==> src/rtl/param_mode_counter_if.sv <==
// Control and status bundle for param_mode_counter; the master drives controls, the slave (counter) returns status.
interface param_mode_counter_if #(
    parameter int WIDTH      = 8,
    parameter int PRESCALE_W = 4
);
    logic                  en;
    logic                  dir;
    logic                  sat_mode;
    logic                  load;
    logic [WIDTH-1:0]      load_val;
    logic [PRESCALE_W-1:0] prescale;
    logic [WIDTH-1:0]      cmp_val;
    logic                  clear_flags;
    logic [WIDTH-1:0]      count;
    logic                  tc;
    logic                  match;
    logic                  ovf_sticky;

    modport master (
        output en, dir, sat_mode, load, load_val, prescale, cmp_val, clear_flags,
        input  count, tc, match, ovf_sticky
    );

    modport slave (
        input  en, dir, sat_mode, load, load_val, prescale, cmp_val, clear_flags,
        output count, tc, match, ovf_sticky
    );
endinterface

==> src/rtl/param_mode_counter.sv <==
// Up/down wrap-or-saturate counter with prescaler, load, compare match and sticky overflow.
// Count/tc update on the step or load edge (no pipeline); no backpressure, steps are never stalled.
module param_mode_counter #(
    parameter int               WIDTH      = 8,
    parameter int               PRESCALE_W = 4,
    parameter logic [WIDTH-1:0] RESET_VAL  = '0
) (
    input  logic                clk,
    input  logic                rst,
    param_mode_counter_if.slave bus
);
    logic [WIDTH-1:0]      count_q, count_d;
    logic [PRESCALE_W-1:0] pre_cnt_q, pre_cnt_d;
    logic                  tc_q, tc_d;
    logic                  ovf_q, ovf_d;
    logic                  step;
    logic                  at_bound;

    always_comb begin
        // >= rather than == so lowering prescale mid-count steps at once instead of rolling over
        step      = bus.en && (pre_cnt_q >= bus.prescale);
        at_bound  = bus.dir ? (count_q == '1) : (count_q == '0);
        count_d   = count_q;
        pre_cnt_d = pre_cnt_q;
        tc_d      = 1'b0;
        ovf_d     = ovf_q & ~bus.clear_flags;

        if (bus.load) begin
            count_d   = bus.load_val;
            pre_cnt_d = '0;
        end else if (bus.en) begin
            if (step) begin
                pre_cnt_d = '0;
                if (at_bound) begin
                    tc_d = 1'b1;
                    if (!bus.sat_mode) begin
                        count_d = bus.dir ? '0 : '1;
                        ovf_d   = 1'b1;
                    end
                end else begin
                    count_d = bus.dir ? count_q + WIDTH'(1) : count_q - WIDTH'(1);
                end
            end else begin
                pre_cnt_d = pre_cnt_q + PRESCALE_W'(1);
            end
        end
    end

    always_ff @(posedge clk or posedge rst) begin
        if (rst) begin
            count_q   <= RESET_VAL;
            pre_cnt_q <= '0;
            tc_q      <= 1'b0;
            ovf_q     <= 1'b0;
        end else begin
            count_q   <= count_d;
            pre_cnt_q <= pre_cnt_d;
            tc_q      <= tc_d;
            ovf_q     <= ovf_d;
        end
    end

    assign bus.count      = count_q;
    assign bus.tc         = tc_q;
    assign bus.ovf_sticky = ovf_q;
    assign bus.match      = (count_q == bus.cmp_val);
endmodule

==> src/flat_wrapper.sv <==
// flat-port wrapper written by rule: the top's interface ports become plain ports
module param_mode_counter_flat 
#(
    parameter int               WIDTH      = 8,
    parameter int               PRESCALE_W = 4,
    parameter logic [WIDTH-1:0] RESET_VAL  = '0
)
  (clk, rst, bus_en, bus_dir, bus_sat_mode, bus_load, bus_load_val, bus_prescale, bus_cmp_val, bus_clear_flags, bus_count, bus_tc, bus_match, bus_ovf_sticky);
  param_mode_counter_if #(.WIDTH(WIDTH), .PRESCALE_W(PRESCALE_W)) bus_i ();
  input  logic clk;
  input  logic rst;
  input wire logic [$bits(bus_i.en)-1:0] bus_en;
  input wire logic [$bits(bus_i.dir)-1:0] bus_dir;
  input wire logic [$bits(bus_i.sat_mode)-1:0] bus_sat_mode;
  input wire logic [$bits(bus_i.load)-1:0] bus_load;
  input wire logic [$bits(bus_i.load_val)-1:0] bus_load_val;
  input wire logic [$bits(bus_i.prescale)-1:0] bus_prescale;
  input wire logic [$bits(bus_i.cmp_val)-1:0] bus_cmp_val;
  input wire logic [$bits(bus_i.clear_flags)-1:0] bus_clear_flags;
  output wire logic [$bits(bus_i.count)-1:0] bus_count;
  output wire logic [$bits(bus_i.tc)-1:0] bus_tc;
  output wire logic [$bits(bus_i.match)-1:0] bus_match;
  output wire logic [$bits(bus_i.ovf_sticky)-1:0] bus_ovf_sticky;
  assign bus_i.en = bus_en;
  assign bus_i.dir = bus_dir;
  assign bus_i.sat_mode = bus_sat_mode;
  assign bus_i.load = bus_load;
  assign bus_i.load_val = bus_load_val;
  assign bus_i.prescale = bus_prescale;
  assign bus_i.cmp_val = bus_cmp_val;
  assign bus_i.clear_flags = bus_clear_flags;
  assign bus_count = bus_i.count;
  assign bus_tc = bus_i.tc;
  assign bus_match = bus_i.match;
  assign bus_ovf_sticky = bus_i.ovf_sticky;
  param_mode_counter #(.WIDTH(WIDTH), .PRESCALE_W(PRESCALE_W), .RESET_VAL(RESET_VAL)) u_core (.clk(clk), .rst(rst), .bus(bus_i));
endmodule
==> config.mk <==
export PLATFORM = sky130hd
export DESIGN_NAME = param_mode_counter_flat
export DESIGN_NICKNAME = d
export VERILOG_FILES = /design/src/rtl/param_mode_counter_if.sv /design/src/rtl/param_mode_counter.sv /design/src/flat_wrapper.sv
export SDC_FILE = /design/constraint.sdc
export NUM_CORES = 1
export LEC_CHECK = 0
export BUFFER_PORTS_ARGS = -buffer_cell sky130_fd_sc_hd__buf_2
export CAP_MARGIN = 20
export CORE_UTILIZATION = 51
export DETAILED_ROUTE_END_ITERATION = 8
export GPL_TIMING_DRIVEN = 0
export PLACE_DENSITY = 0.77
export SLEW_MARGIN = 15
export SYNTH_ARGS = -nofsm -noshare
export SYNTH_HDL_FRONTEND = slang
export SYNTH_SLANG_ARGS = --single-unit
==> constraint.sdc <==
create_clock -name clk -period 2 [get_ports clk]
set_input_delay 0 -clock clk [delete_from_list [all_inputs] [get_ports clk]]
set_output_delay 0 -clock clk [all_outputs]
set_load 0.02 [all_outputs]
==> results of run 1 <==
==> cell type report <==
class | count | area share (%)
Buffer | 4 | 1.11
Clock buffer | 4 | 2.15
Inverter | 10 | 2.22
Multi-Input combinational cell | 112 | 53.6
Sequential cell | 14 | 20.9
Tap cell | 28 | 2.08
Timing Repair Buffer | 50 | 17.9
==> Yosys cell counts <==
cell type,instances,area share (%)
inv_1,10,3.0
a22o_1,1,0.70
a221o_1,1,0.80
or2b_1,1,0.60
o311a_1,2,1.6
and3_1,1,0.50
a2111oi_2,1,1.2
nor2b_1,1,0.50
nor2_1,12,3.6
o211ai_1,2,1.2
a221oi_1,2,1.4
a211oi_1,7,4.2
nor2_2,1,0.50
ha_1,11,11
o211a_1,1,0.80
o21ai_1,1,0.40
nor3_1,5,2.0
o31ai_1,2,1.2
nor3_2,1,0.80
a2111oi_0,2,1.4
fa_1,1,1.6
nor4_1,1,0.50
xnor2_1,10,7.0
dfrtp_1,14,28
a211o_1,1,0.70
nand2_1,5,1.5
and2_2,2,1.2
nor3b_1,1,0.60
mux2i_1,3,2.4
xor2_1,5,3.5
clkbuf_1,4,1.2
or3_4,1,0.90
a21oi_1,7,2.8
a21oi_2,1,0.70
nand2b_1,3,1.5
nand4_2,1,1.0
nand3_1,4,1.6
o21bai_1,2,1.2
o2111ai_1,2,1.4
o21ai_0,4,1.6
nand4_1,3,1.5
==> per-stage QoR <==
stage / setup slack, ns / instance area (µm²) / setup TNS [ns]
CTS: 0.0103 / 1620 / 0
floorplan: 0.0910 / 1250 / 0
finish: 0.0796 / 1690 / 0
detailed placement: -0.164 / 1460 / -0.839
global placement: -0.0933 / 1460 / -0.252
global route: -0.0443 / 1690 / -0.155
==> flip-flops by register name, summed over array words and instances, names as in the netlist <==
signal                 cells
u_core.bus.tc              1
u_core.bus.count           8
u_core.bus.ovf_sticky      1
u_core.pre_cnt_q           4
==> critical path, cell delays in order (launching register included) <==
cell and delay [ns]:
dfrtp_1 0.43, inv_2 0.07, ha_4 0.26, nor3b_2 0.03
o21ai_1 0.18, o211a_1 0.23, clkbuf_4 0.24, a21oi_1 0.09
o31ai_1 0.28
==> final timing paths <==
path / slack [ns] / from / depth (start not counted) / endpoint
hold / removal: 0.06 / bus_load_val[3] / 3 / u_core.bus.count[3]$_DFFE_PP0P_
min in group asynchronous: 0.32 / rst / 3 / u_core.pre_cnt_q[3]$_DFFE_PP0P_
setup reg to reg: 0.08 / u_core.pre_cnt_q[0]$_DFFE_PP0P_ / 8 / u_core.bus.count[2]$_DFFE_PP0P_
setup / recovery: 0.08 / u_core.pre_cnt_q[0]$_DFFE_PP0P_ / 8 / u_core.bus.count[2]$_DFFE_PP0P_
max in group asynchronous: 1.29 / rst / 3 / u_core.bus.count[1]$_DFFE_PP0P_
hold reg to reg: 0.51 / u_core.bus.ovf_sticky$_DFF_PP0_ / 1 / u_core.bus.ovf_sticky$_DFF_PP0_
==> power by group <==
group	leakage, nW	switching [mW]	internal (mW)
logic	0.586	0.191	0.177
registers	0.172	0.0474	0.305
clock network	0.0210	0.0959	0.111
total	0.779	0.334	0.593
==> routing by layer <==
metal  vias up  wire length (µm)  track usage (%)
met5         -                 0                0
met4         0                50             4.05
met3         6               177             6.25
met2        48              1710             48.1
met1       623              1510             33.6
li1        633                 -                -
==> timing repair <==
| item | in CTS | in global routing |
|---|---|---|
| setup endpoints to repair | 7 | 9 |
| endpoints found under the hold margin | 20 | 0 |
| resized for setup | 6 | 13 |
| hold buffers | 7 | 0 |
| buffers inserted | 3 | 4 |
| pin swaps | 1 | 1 |
==> kinds of logic (layout without fill, tap and decap cells) <==
logic type               count (synthesis)  in the layout
AO/OA/AOI/OAI                           39             39
adder cells (fa/ha/maj)                 12             12
multiplexers                             3              3
flip-flops                              14             14
XOR/XNOR                                15             15
buffers and inverters                   14             68
AND/OR/NAND/NOR                         43             43
==> metrics.md, run 1 <==
| Metric | Value |
|---|---|
| Initial antenna violation count | `0` |
| Slew @ Worst Pin | `0.553 ns` |
| Worst-path clk slew | `0.09 ns` |
| Ant diodes | `0` |
| Max Freq | `0.521 GHz` |
| Worst Skew | `0.00105 ns` |
| Worst slew margin | `63.1%` |
| Layout cells sized above 1 | `34.0%` |
| Crit share post-route | `96.0%` |
| TritonCTS buffer count | `3` |
| Critical path arrival | `2.10 ns` |
| Final Power | `0.927 mW` |
| FP Rows | `17` |
| Largest family of logic cells by synthesized area | `compound AO/OA/AOI/OAI gates` |
| CTS tree | `built` |
| Critical path startpoint category | `flop` |
| Worst path required time | `2.18 ns` |
| Footprint of the multi-input gates | `905 µm²` |
| ANT nets after route | `0` |
| Reg area | `353 µm²` |
| GP Congestion | `0.889` |
| Core area | `0.00225 mm²` |
| Sequential area share after synthesis | `28.1%` |
| Mapped cell area | `0.00125 mm²` |
| Synth Area in XOR/XNOR | `10.5%` |
| Final cell count without fillers | `222` |
| Placed cells | `204` |
| Most common cell after layout, fill and taps aside | `buf_2` |
| Setup-failing EPs final | `0` |
| Max-cap violations | `0` |
| Final Util | `74.9%` |
| Pwr/cell area | `549 mW/mm²` |
| Vias in the first global route | `1170` |
| Final hold viol count | `0` |
| Largest net degree at the start of global routing | `15` |
| Final slew viol count | `0` |
| Synthesized flop and latch total | `14` |
| Critical path start-end classification | `flop to flop` |
| VDD IR max | `0.407 mV` |
| Synth Net Count | `179` |
| CTS sink cnt | `14` |
| Max clock buf depth | `2` |
| Buffers on Ports | `36` |
| Lkg Pwr | `0.779 nW` |
| Worst skew pair latency | `0.28 ns` |
| H-tree depth | `1` |
| Area delta synth->final | `35.2%` |
| Highest-count cells in the layout ignoring fill and taps | `36 x buf_2, 12 x nor2_1, 12 x dfrtp_1` |
| Multiplexer share of the synthesized area | `2.40%` |
| FILL cells | `170` |
| Starting Density | `55.4%` |
| Syn_area_per_cell | `8.92 µm²` |
| Die ar. | `0.00265 mm²` |
| Status | `completed` |
| First-pass GRT wire length | `5260 µm` |
| Root buf cell | `clkbuf_4` |
| Final WL | `3450 µm` |
| I/O Pins | `38` |
| Post-DR vias/cell | `5.90` |
| Gr ovfl total | `0` |
| Post-synthesis simple-gate area fraction | `18.8%` |
| Synth warn | `0` |
| Fin crit period | `1.92 ns` |
| GRT Total Usage | `27.1%` |
| Hold WS | `0.0574 ns` |
| Die width | `51.5 µm` |
| Synth Instances | `140` |
| Drt drc | `0` |
| Worst Path Max Fanout | `10` |
| Compound-gate portion of the synthesized area | `23.3%` |
| Synth cell types | `41` |
| Adder-cell share of the synthesized area | `12.6%` |
| DR vias | `1310` |
| Final #Nets | `234` |
| Die H | `51.5 µm` |
| Drt wl/cell | `15.5 µm` |
| Tightest Hold Check Type | `primary input to flop` |
| DRT Pass-1 Iters | `5` |
| RSZ-0062 raised after global routing | `true` |
| First DRT Iteration DRCs | `36` |
| Final HPWL from detailed placement | `2410 µm` |
| Worst setup EP type | `flop` |
Power figures use the tool's default switching activity.
==> inputs of run 2 (changes only) <==
==> constraint.sdc (replaced) <==
create_clock -name clk -period 2 [get_ports clk]
set_input_delay 0.1 -clock clk [delete_from_list [all_inputs] [get_ports clk]]
set_output_delay 0.1 -clock clk [all_outputs]
set_load 0.02 [all_outputs]
==> metrics.md, run 2 (synthesis gave the netlist of run 1 again) <==
| Metric | Value |
|---|---|
| Critical path start-end classification | `flop to flop (unchanged)` |
| Worst path required time | `2.18 ns (about the same)` |
| H-tree depth | `1 (unchanged)` |
| CP max stage delay | `0.43 ns (about the same)` |
| First-pass GRT wire length | `5150 µm (was 5260 µm)` |
| Initial antenna violation count | `0 (unchanged)` |
| Crit share post-route | `96.7% (was 96.0%)` |
| Worst Skew | `0.00202 ns (was 0.00105 ns)` |
| Reg power frac | `38.4% (was 38.0%)` |
| CTS sink cnt | `14 (unchanged)` |
| Slowest cell on crit path | `dfrtp_1 (unchanged)` |
| Post-DR vias/cell | `6.06 (was 5.90)` |
| Int Power | `0.585 mW (was 0.593 mW)` |
| Slew @ Worst Pin | `0.554 ns (was 0.553 ns)` |
| Layout cells sized above 1 | `35.6% (was 34.0%)` |
| Lkg Pwr | `0.756 nW (was 0.779 nW)` |
| Final Power | `0.919 mW (was 0.927 mW)` |
| Highest-count cells in the layout ignoring fill and taps | `36 x buf_2, 12 x nor2_1, 12 x dfrtp_1 (unchanged)` |
| Sw power | `0.334 mW (about the same)` |
| Max FFs per register | `8 (unchanged)` |
| ANT nets after route | `0 (unchanged)` |
| GRT Total Usage | `26.4% (was 27.1%)` |
| Tightest Hold Check Type | `primary input to flop (unchanged)` |
| I/O Pins | `38 (unchanged)` |
| CTS tree | `built (unchanged)` |
| Worst-path clk slew | `0.09 ns (about the same)` |
| GP Congestion | `0.889 (unchanged)` |
| RSZ-0062 raised after global routing | `true (unchanged)` |
| Final slew viol count | `0 (unchanged)` |
| Critical path arrival | `2.11 ns (was 2.10 ns)` |
| Worst setup EP type | `flop (unchanged)` |
| Comb pwr share | `39.0% (was 39.7%)` |
| CP cell instances | `inv_2, ha_4, nor3b_2, o21ai_1, o211a_1, clkbuf_4, a21oi_1, o31ai_1 (unchanged)` |
| Max clock buf depth | `2 (unchanged)` |
| Final #Nets | `228 (was 234)` |
| Placed inst area | `0.00146 mm² (unchanged)` |
| Area delta synth->final | `30.9% (was 35.2%)` |
| VDD IR max | `0.402 mV (was 0.407 mV)` |
| Setup-failing EPs final | `0 (unchanged)` |
| Non-Filler Cell Area, Final | `0.00163 mm² (was 0.00169 mm²)` |
| Grt met2 use | `46.1% (was 48.1%)` |
| Sw frac | `36.3% (was 36.1%)` |
| Gr ovfl total | `0 (unchanged)` |
| Die width | `51.5 µm (unchanged)` |
| Status | `completed (unchanged)` |
| M1 GR Usage | `33.2% (was 33.6%)` |
| FILL cells | `174 (was 170)` |
| GR Layer Usage met3 | `6.25% (unchanged)` |
| Final hold viol count | `0 (unchanged)` |
| TritonCTS buffer count | `3 (unchanged)` |
| Vias in the first global route | `1161 (was 1170)` |
| DRT Pass-1 Iters | `4 (was 5)` |
| Die ar. | `0.00265 mm² (unchanged)` |
| Core area | `0.00225 mm² (unchanged)` |
| FP Rows | `17 (unchanged)` |
| Drt wl/cell | `15.3 µm (was 15.5 µm)` |
| Ant diodes | `0 (unchanged)` |
| Most common cell after layout, fill and taps aside | `buf_2 (unchanged)` |
| DR vias | `1308 (was 1310)` |
| Buffers on Ports | `36 (unchanged)` |
| Starting Density | `55.4% (unchanged)` |
| Worst slew margin | `63.0% (was 63.1%)` |
| Final HPWL from detailed placement | `2410 µm (unchanged)` |
| Clk pwr share | `22.6% (was 22.3%)` |
| Die H | `51.5 µm (unchanged)` |
| Critical path startpoint category | `flop (unchanged)` |
| First DRT Iteration DRCs | `34 (was 36)` |
| Worst Path Max Fanout | `10 (unchanged)` |
| Root buf cell | `clkbuf_4 (unchanged)` |
| Most Used Layer, Global Route | `met2 (unchanged)` |
| Worst skew pair latency | `0.28 ns (about the same)` |
| Max Freq | `0.517 GHz (was 0.521 GHz)` |
| Final WL | `3310 µm (was 3450 µm)` |
| Largest net degree at the start of global routing | `15 (unchanged)` |
| Fin crit period | `1.93 ns (was 1.92 ns)` |
| Max-cap violations | `0 (unchanged)` |
| Pwr/cell area | `562 mW/mm² (was 549 mW/mm²)` |
| Drt drc | `0 (unchanged)` |
## run 2: cell count changes in the layout (fill, tap and decap cells not counted)
cell and delta:
a221oi_1 -1, dlygate4sd3_1 -6, a221oi_2 +1
## run 2: routing by layer
metal / vias to the layer above / routed length, µm
li1: 620 / -
met1: 621 / 1450
met2: 61 / 1600
met3: 6 / 217
met4: 0 / 46
met5: - / 0
## run 2: area by class of cell
cell class | instances | area (µm²) | area share [%]
clock buffer | 4 | 36.3 | 2.22
tap | 28 | 35.0 | 2.14
buffer | 4 | 18.8 | 1.15
sequential | 14 | 353 | 21.6
timing repair buffer | 44 | 243 | 14.9
multi-input combinational | 112 | 911 | 55.7
inverter | 10 | 37.5 | 2.30
## run 2: critical path, delay by kind of cell, from the launching register on
family          cells  cell delay [ns]
compound gates      4             0.80
fa+ha+maj           1             0.26
buf+inv             2             0.32
flops               1             0.43
simple gates        1             0.03
## run 2: worst paths after layout
kind,start,end,slack (ns),depth (start not counted)
min in group asynchronous,rst,u_core.bus.count[3]$_DFFE_PP0P_,0.40,3
max in group asynchronous,rst,u_core.bus.count[1]$_DFFE_PP0P_,1.21,3
worst max register to register,u_core.pre_cnt_q[0]$_DFFE_PP0P_,u_core.bus.count[2]$_DFFE_PP0P_,0.07,8
worst min register to register,u_core.bus.ovf_sticky$_DFF_PP0_,u_core.bus.ovf_sticky$_DFF_PP0_,0.51,1
worst max-delay path,u_core.pre_cnt_q[0]$_DFFE_PP0P_,u_core.bus.count[2]$_DFFE_PP0P_,0.07,8
worst min-delay path,bus_load_val[1],u_core.bus.count[1]$_DFFE_PP0P_,0.02,3
## run 2: per-stage QoR
| stage | util, % | TNS (ns) | hold WS [ns] | std cells | setup WS [ns] |
|---|---|---|---|---|---|
| final | 72.5 | 0 | 0.0218 | 216 | 0.0659 |
| after CTS | 69.2 | 0 | 0.0161 | 212 | 0.0103 |
| after detailed placement | 64.9 | -0.839 | 0.170 | 204 | -0.164 |
| after global placement | 64.9 | -0.252 | 0.153 | 204 | -0.0933 |
| after floorplan | - | 0 | -0.0108 | 140 | 0.0910 |
| after global routing | 72.5 | -0.176 | 0.0434 | 216 | -0.0562 |
## run 2: timing repair
action / 4_1_cts / 5_1_grt
resized for setup: 6 / 14
endpoints found under the hold margin: 14 / 0
endpoints found under the setup margin: 7 / 9
hold buffers: 1 / 0
cloned: 0 / 0
pin swaps: 1 / 0
buffers inserted: 3 / 4
## run 2: power groups by stage
stage | clock (mW) | sequential, mW | combinational [mW]
finish | 0.207 | 0.353 | 0.359
global route | 0.224 | 0.356 | 0.396
CTS | 0.211 | 0.355 | 0.332
detailed placement | 0 | 0.360 | 0.318
global placement | 0 | 0.358 | 0.306
floorplan | 0 | 0.367 | 0.210
